File: src/rtl/mul8_seq.sv
// Sequential 8x8 unsigned shift-and-add multiplier: eight RUN iterations per product,
// each adding the multiplicand into the upper accumulator half through a ripple adder.

module Mul8FullAdder (
    input  logic i_a,
    input  logic i_b,
    input  logic i_cin,
    output logic o_sum,
    output logic o_cout
);
    assign o_sum  = i_a ^ i_b ^ i_cin;
    assign o_cout = (i_a & i_b) | (i_a & i_cin) | (i_b & i_cin);
endmodule

module Mul8RippleAdder (
    input  logic [7:0] i_a,
    input  logic [7:0] i_b,
    input  logic       i_cin,
    output logic [7:0] o_sum,
    output logic       o_cout,
    output logic       o_ovf
);
    logic [8:0] w_carry;

    assign w_carry[0] = i_cin;

    genvar gBit;
    generate
        for (gBit = 0; gBit < 8; gBit++) begin : gStage
            Mul8FullAdder uFa (
                .i_a   (i_a[gBit]),
                .i_b   (i_b[gBit]),
                .i_cin (w_carry[gBit]),
                .o_sum (o_sum[gBit]),
                .o_cout(w_carry[gBit+1])
            );
        end
    endgenerate

    assign o_cout = w_carry[8];
    // Signed overflow: carry into the MSB differs from carry out of it.
    assign o_ovf  = w_carry[8] ^ w_carry[7];
endmodule

module mul8_seq (
    input  logic        clk,
    input  logic        rstn,
    input  logic        start,
    input  logic [7:0]  a,
    input  logic [7:0]  b,
    output logic        busy,
    output logic        done,
    output logic [15:0] product
);
    typedef enum logic [1:0] {
        IDLE = 2'd0,
        RUN  = 2'd1,
        DONE = 2'd2
    } stateT;

    stateT       r_state;
    logic [15:0] r_acc;
    logic [7:0]  r_mcand;
    logic [2:0]  r_count;
    logic        r_busy;
    logic        r_done;
    logic [15:0] r_product;

    logic [7:0]  w_addend;
    logic [7:0]  w_sum;
    logic        w_carry;
    logic        w_unusedOvf;
    logic [15:0] w_shifted;

    // A clear multiplier LSB gates the addend to zero, so the sum is just the high half.
    assign w_addend = r_mcand & {8{r_acc[0]}};

    Mul8RippleAdder uAdder (
        .i_a   (r_acc[15:8]),
        .i_b   (w_addend),
        .i_cin (1'b0),
        .o_sum (w_sum),
        .o_cout(w_carry),
        .o_ovf (w_unusedOvf)
    );

    assign w_shifted = {w_carry, w_sum, r_acc[7:1]};

    always_ff @(posedge clk) begin
        if (!rstn) begin
            r_state   <= IDLE;
            r_acc     <= 16'h0000;
            r_mcand   <= 8'h00;
            r_count   <= 3'd0;
            r_busy    <= 1'b0;
            r_done    <= 1'b0;
            r_product <= 16'h0000;
        end else begin
            case (r_state)
                IDLE, DONE: begin
                    if (start) begin
                        r_mcand <= a;
                        r_acc   <= {8'h00, b};
                        r_count <= 3'd0;
                        r_state <= RUN;
                        r_busy  <= 1'b1;
                        r_done  <= 1'b0;
                    end else begin
                        r_state <= IDLE;
                        r_busy  <= 1'b0;
                        r_done  <= 1'b0;
                    end
                end
                RUN: begin
                    r_acc   <= w_shifted;
                    r_count <= r_count + 3'd1;
                    if (r_count == 3'd7) begin
                        r_product <= w_shifted;
                        r_state   <= DONE;
                        r_busy    <= 1'b0;
                        r_done    <= 1'b1;
                    end
                end
                default: begin
                    r_state <= IDLE;
                    r_busy  <= 1'b0;
                    r_done  <= 1'b0;
                end
            endcase
        end
    end

    assign busy    = r_busy;
    assign done    = r_done;
    assign product = r_product;
endmodule

File: config.mk
export PLATFORM = sky130hd
export DESIGN_NAME = mul8_seq
export DESIGN_NICKNAME = d
export VERILOG_FILES = /design/src/rtl/mul8_seq.sv
export SDC_FILE = /design/constraint.sdc
export NUM_CORES = 1
export LEC_CHECK = 0
export BUFFER_PORTS_ARGS = -buffer_cell sky130_fd_sc_hd__buf_2
export CAP_MARGIN = 0
export CORE_MARGIN = 4
export CORE_UTILIZATION = 30
export DETAILED_ROUTE_END_ITERATION = 16
export PLACE_DENSITY_LB_ADDON = 0.15
export RECOVER_POWER = 50
export SKIP_CTS_REPAIR_TIMING = 1
export SYNTH_ARGS = -nofsm -noshare
export SYNTH_HDL_FRONTEND = slang
export SYNTH_SLANG_ARGS = --single-unit
File: constraint.sdc
create_clock -name clk -period 3.5 [get_ports clk]
set_input_delay 0.35 -clock clk [delete_from_list [all_inputs] [get_ports clk]]
set_output_delay 0.35 -clock clk [all_outputs]
set_load 0.1 [all_outputs]
==> results.txt <==
Die span in y = 89.4 um
Clock tree from TritonCTS = built
1st-iter DRT viols = 72
Hold Violations, Final = 0
Pwr per Cell Area = 453 mW/mm^2
Fillers = 674
First-pass GRT wire length = 7440 um
Max Clk Rate = 0.292 GHz
Clock Latency Late Sink = 300 ps
# nets final = 276
DRC viols = 0
Setup repair after global routing missed its margin = true
Complex-gate fraction of the synthesized area = 18.4%
Port-buffer cells = 36
Delay of the slowest cell on the worst path = 490 ps
Post-Synthesis Cell Area = 0.00199 sq mm
Measured slew at the worst slew-check pin = 747 ps
Most common library cell in the layout ignoring fill and taps = sky130_fd_sc_hd__nand2_1
Net Count, Synth = 243
Core ar. = 0.00639 sq mm
Max-Slew Margin vs Limit = 50.2%
Routed length per instance = 13.5 um
Leftover overflow at the end of global routing = 0
Static leakage = 0.878 nW
Warnings, synthesis = 0
Worst setup path category = flop to flop
Proportion of layout cells with a drive suffix above 1 = 29.4%
Vias in the first global route = 1,454
Detailed-routing iteration count for the pre-antenna-repair pass = 4
FF-to-FF Start = r_acc[0]
Number of vias in the routed layout = 1,494
Final critical path time including I/O delays and setup = 3420 ps
TritonCTS Sinks = 47
Crit path top cell by count = sky130_fd_sc_hd__fa_2
Run status = finished clean
Largest family of logic cells by synthesized area = simple AND/OR/NAND/NOR gates
Cell breakdown of the critical path = and2_4, ha_4, inv_2, fa_2, inv_2, fa_2, inv_2, fa_2, fa_2, fa_2, fa_2, fa_1, a211oi_2
Number of antenna-violating nets in the routed design = 0
Area fraction in and, or, nand and nor cells after synthesis = 18.5%
Row cnt = 29
Share of the cycle needed by the critical path after routing = 97.8%
Post-synthesis sequential area ratio = 47.4%
CP Launch Type = flop
Setup ws final = 75.7 ps
Routed via count divided by cell count = 4.60
Layout overhead on the synthesized area = 17.5%
Mapped Cells = 214
Max-slew violation total from the final report = 0
Final routed wirelength across all metal layers = 4390 um
Arrival time reported for the critical path endpoint = 3650 ps
GRT Total Usage = 12.5%
Number of H-tree levels = 2
Setup violation total in the final timing report = 0
Buffer depth of the longest clock path = 2
Total power of the final layout = 0.00106 W
Detailed Place HPWL = 3050 um
Initial antenna violation count = 0
Die Width = 89.4 um
Clock buffers created by TritonCTS = 5
Netlist cell types = 28
Share of cell area taken by muxes after synthesis = 0%
Final design utilization = 36.5%
Io pins = 37
Largest net degree at the start of global routing = 29
Setup TNS Final = 0 ps
Adder-Cell Fraction of Synth Area = 8.95%
Worst setup startpoint = r_acc[0]
Hold path startpoint = a[2]
Post-Synthesis Mean Instance Area = 9.28 sq um
Clock slew at reported path FFs = 90 ps
Worst VDD drop = 0.218 mV
Starting density of the core = 31.1%
Standard cell with the maximum stage delay on the critical path = sky130_fd_sc_hd__fa_1
Number of violations of the max-capacitance limit = 0
Crit. End Element = flop
Number of buffers and inverters on the critical path = 3
Class of the tightest hold or removal check = input port to flop
Flops & latches, synth = 47
Clock Root Buffer = sky130_fd_sc_hd__clkbuf_8
Final weighted congestion of routability-driven global placement = 0.699
Antenna diode count = 0
Setup skew after layout = 9.44 ps
Crit path required time = 3730 ps
Maximum fanout encountered on the critical timing path = 2
Most used cells in the layout excluding fill and tap cells = sky130_fd_sc_hd__nand2_1, sky130_fd_sc_hd__dfxtp_1, sky130_fd_sc_hd__buf_2
Fraction of synthesized cell area in xor and xnor cells = 0%
Die Area = 0.00798 sq mm
Worst setup slack after placement = 50.1 ps
Family with the most delay on the worst path = adder cells
==> cell usage after synthesis <==
| library cell | number | area [sq um] |
|---|---|---|
| sky130_fd_sc_hd__a211oi_2 | 7 | 87.6 |
| sky130_fd_sc_hd__a21oi_1 | 19 | 95.1 |
| sky130_fd_sc_hd__a22o_1 | 3 | 26.3 |
| sky130_fd_sc_hd__a31oi_1 | 8 | 50.1 |
| sky130_fd_sc_hd__and2_1 | 3 | 18.8 |
| sky130_fd_sc_hd__and2b_4 | 1 | 10.0 |
| sky130_fd_sc_hd__and3_1 | 1 | 6.26 |
| sky130_fd_sc_hd__and3b_1 | 1 | 8.76 |
| sky130_fd_sc_hd__buf_12 | 1 | 20.0 |
| sky130_fd_sc_hd__buf_2 | 2 | 10.0 |
| sky130_fd_sc_hd__buf_4 | 4 | 30.0 |
| sky130_fd_sc_hd__buf_6 | 2 | 22.5 |
| sky130_fd_sc_hd__clkbuf_1 | 4 | 15.0 |
| sky130_fd_sc_hd__dfxtp_1 | 47 | 941 |
| sky130_fd_sc_hd__fa_1 | 7 | 140 |
| sky130_fd_sc_hd__ha_1 | 3 | 37.5 |
| sky130_fd_sc_hd__inv_1 | 9 | 33.8 |
| sky130_fd_sc_hd__inv_2 | 1 | 3.75 |
| sky130_fd_sc_hd__nand2_1 | 57 | 214 |
| sky130_fd_sc_hd__nand2b_1 | 3 | 18.8 |
| sky130_fd_sc_hd__nand3_1 | 1 | 5.00 |
| sky130_fd_sc_hd__nand3b_1 | 2 | 15.0 |
| sky130_fd_sc_hd__nor2_1 | 6 | 22.5 |
| sky130_fd_sc_hd__nor2_2 | 4 | 25.0 |
| sky130_fd_sc_hd__nor2b_1 | 1 | 6.26 |
| sky130_fd_sc_hd__nor3_4 | 1 | 16.3 |
| sky130_fd_sc_hd__o21ai_1 | 9 | 45.0 |
| sky130_fd_sc_hd__o2bb2ai_1 | 7 | 61.3 |
==> worst reg2reg max path, cell delays in order (launching register included) <==
cell	delay, ps
sky130_fd_sc_hd__dfxtp_2	340
sky130_fd_sc_hd__and2_4	140
sky130_fd_sc_hd__ha_4	110
sky130_fd_sc_hd__inv_2	30
sky130_fd_sc_hd__fa_2	320
sky130_fd_sc_hd__inv_2	60
sky130_fd_sc_hd__fa_2	190
sky130_fd_sc_hd__inv_2	40
sky130_fd_sc_hd__fa_2	340
sky130_fd_sc_hd__fa_2	370
sky130_fd_sc_hd__fa_2	360
sky130_fd_sc_hd__fa_2	350
sky130_fd_sc_hd__fa_1	490
sky130_fd_sc_hd__a211oi_2	210
==> area by class of cell <==
| type | count | area, sq um | share of cell area [%] |
|---|---|---|---|
| Sequential cell | 47 | 943 | 40.4 |
| Tap cell | 77 | 96.3 | 4.13 |
| Clock buffer | 5 | 68.8 | 2.95 |
| Inverter | 10 | 37.5 | 1.61 |
| Clock inverter | 3 | 43.8 | 1.88 |
| Multi-Input combinational cell | 144 | 937 | 40.2 |
| Timing Repair Buffer | 39 | 206 | 8.85 |
==> per-layer routing <==
metal	global-route usage, %	wire length (um)	up-vias	share of wire (%)
met2	16.9	1830	27	42
li1	-	-	774	-
met4	5.68	91	0	2.1
met1	18.2	2260	687	51
met3	3.32	207	6	4.7
met5	0	0	-	0
==> flip-flops by register name, indices dropped and copies added (netlist names) <==
register and cells:
product 16, r_acc 16, r_mcand 8, r_count 3, r_state 2, busy 1, done 1
==> logic make-up (layout without fill, tap and decap cells) <==
| family | count (synthesis) | in the layout |
|---|---|---|
| AOI/OAI and AO/OA | 53 | 53 |
| adders and majority gates | 10 | 10 |
| buffers and inverters | 23 | 57 |
| DFF | 47 | 47 |
| and+or+nand+nor | 81 | 81 |
==> power breakdown <==
part           switching [W]  internal [W]  leakage, nW
clock network       0.000189      0.000213       0.0581
logic              0.0000581     0.0000315        0.437
registers          0.0000139      0.000553        0.383
total               0.000261      0.000798        0.878
==> metrics by stage <==
stage                     area (sq um)  hold slack, ps  instances
final                             2330             276        325
after detailed placement          2200             444        317
after CTS                         2310             260        325
after floorplan                   2010             432        214
after global routing              2330             264        325
after global placement            2200             445        317
==> worst paths after layout <==
path,to,slack (ps),cells past startpoint
min,r_mcand[2],280,3
max,product[14],80,13
min reg2reg,product[4],450,2
max reg2reg,product[14],80,13
(Power assumes the default switching activity.)
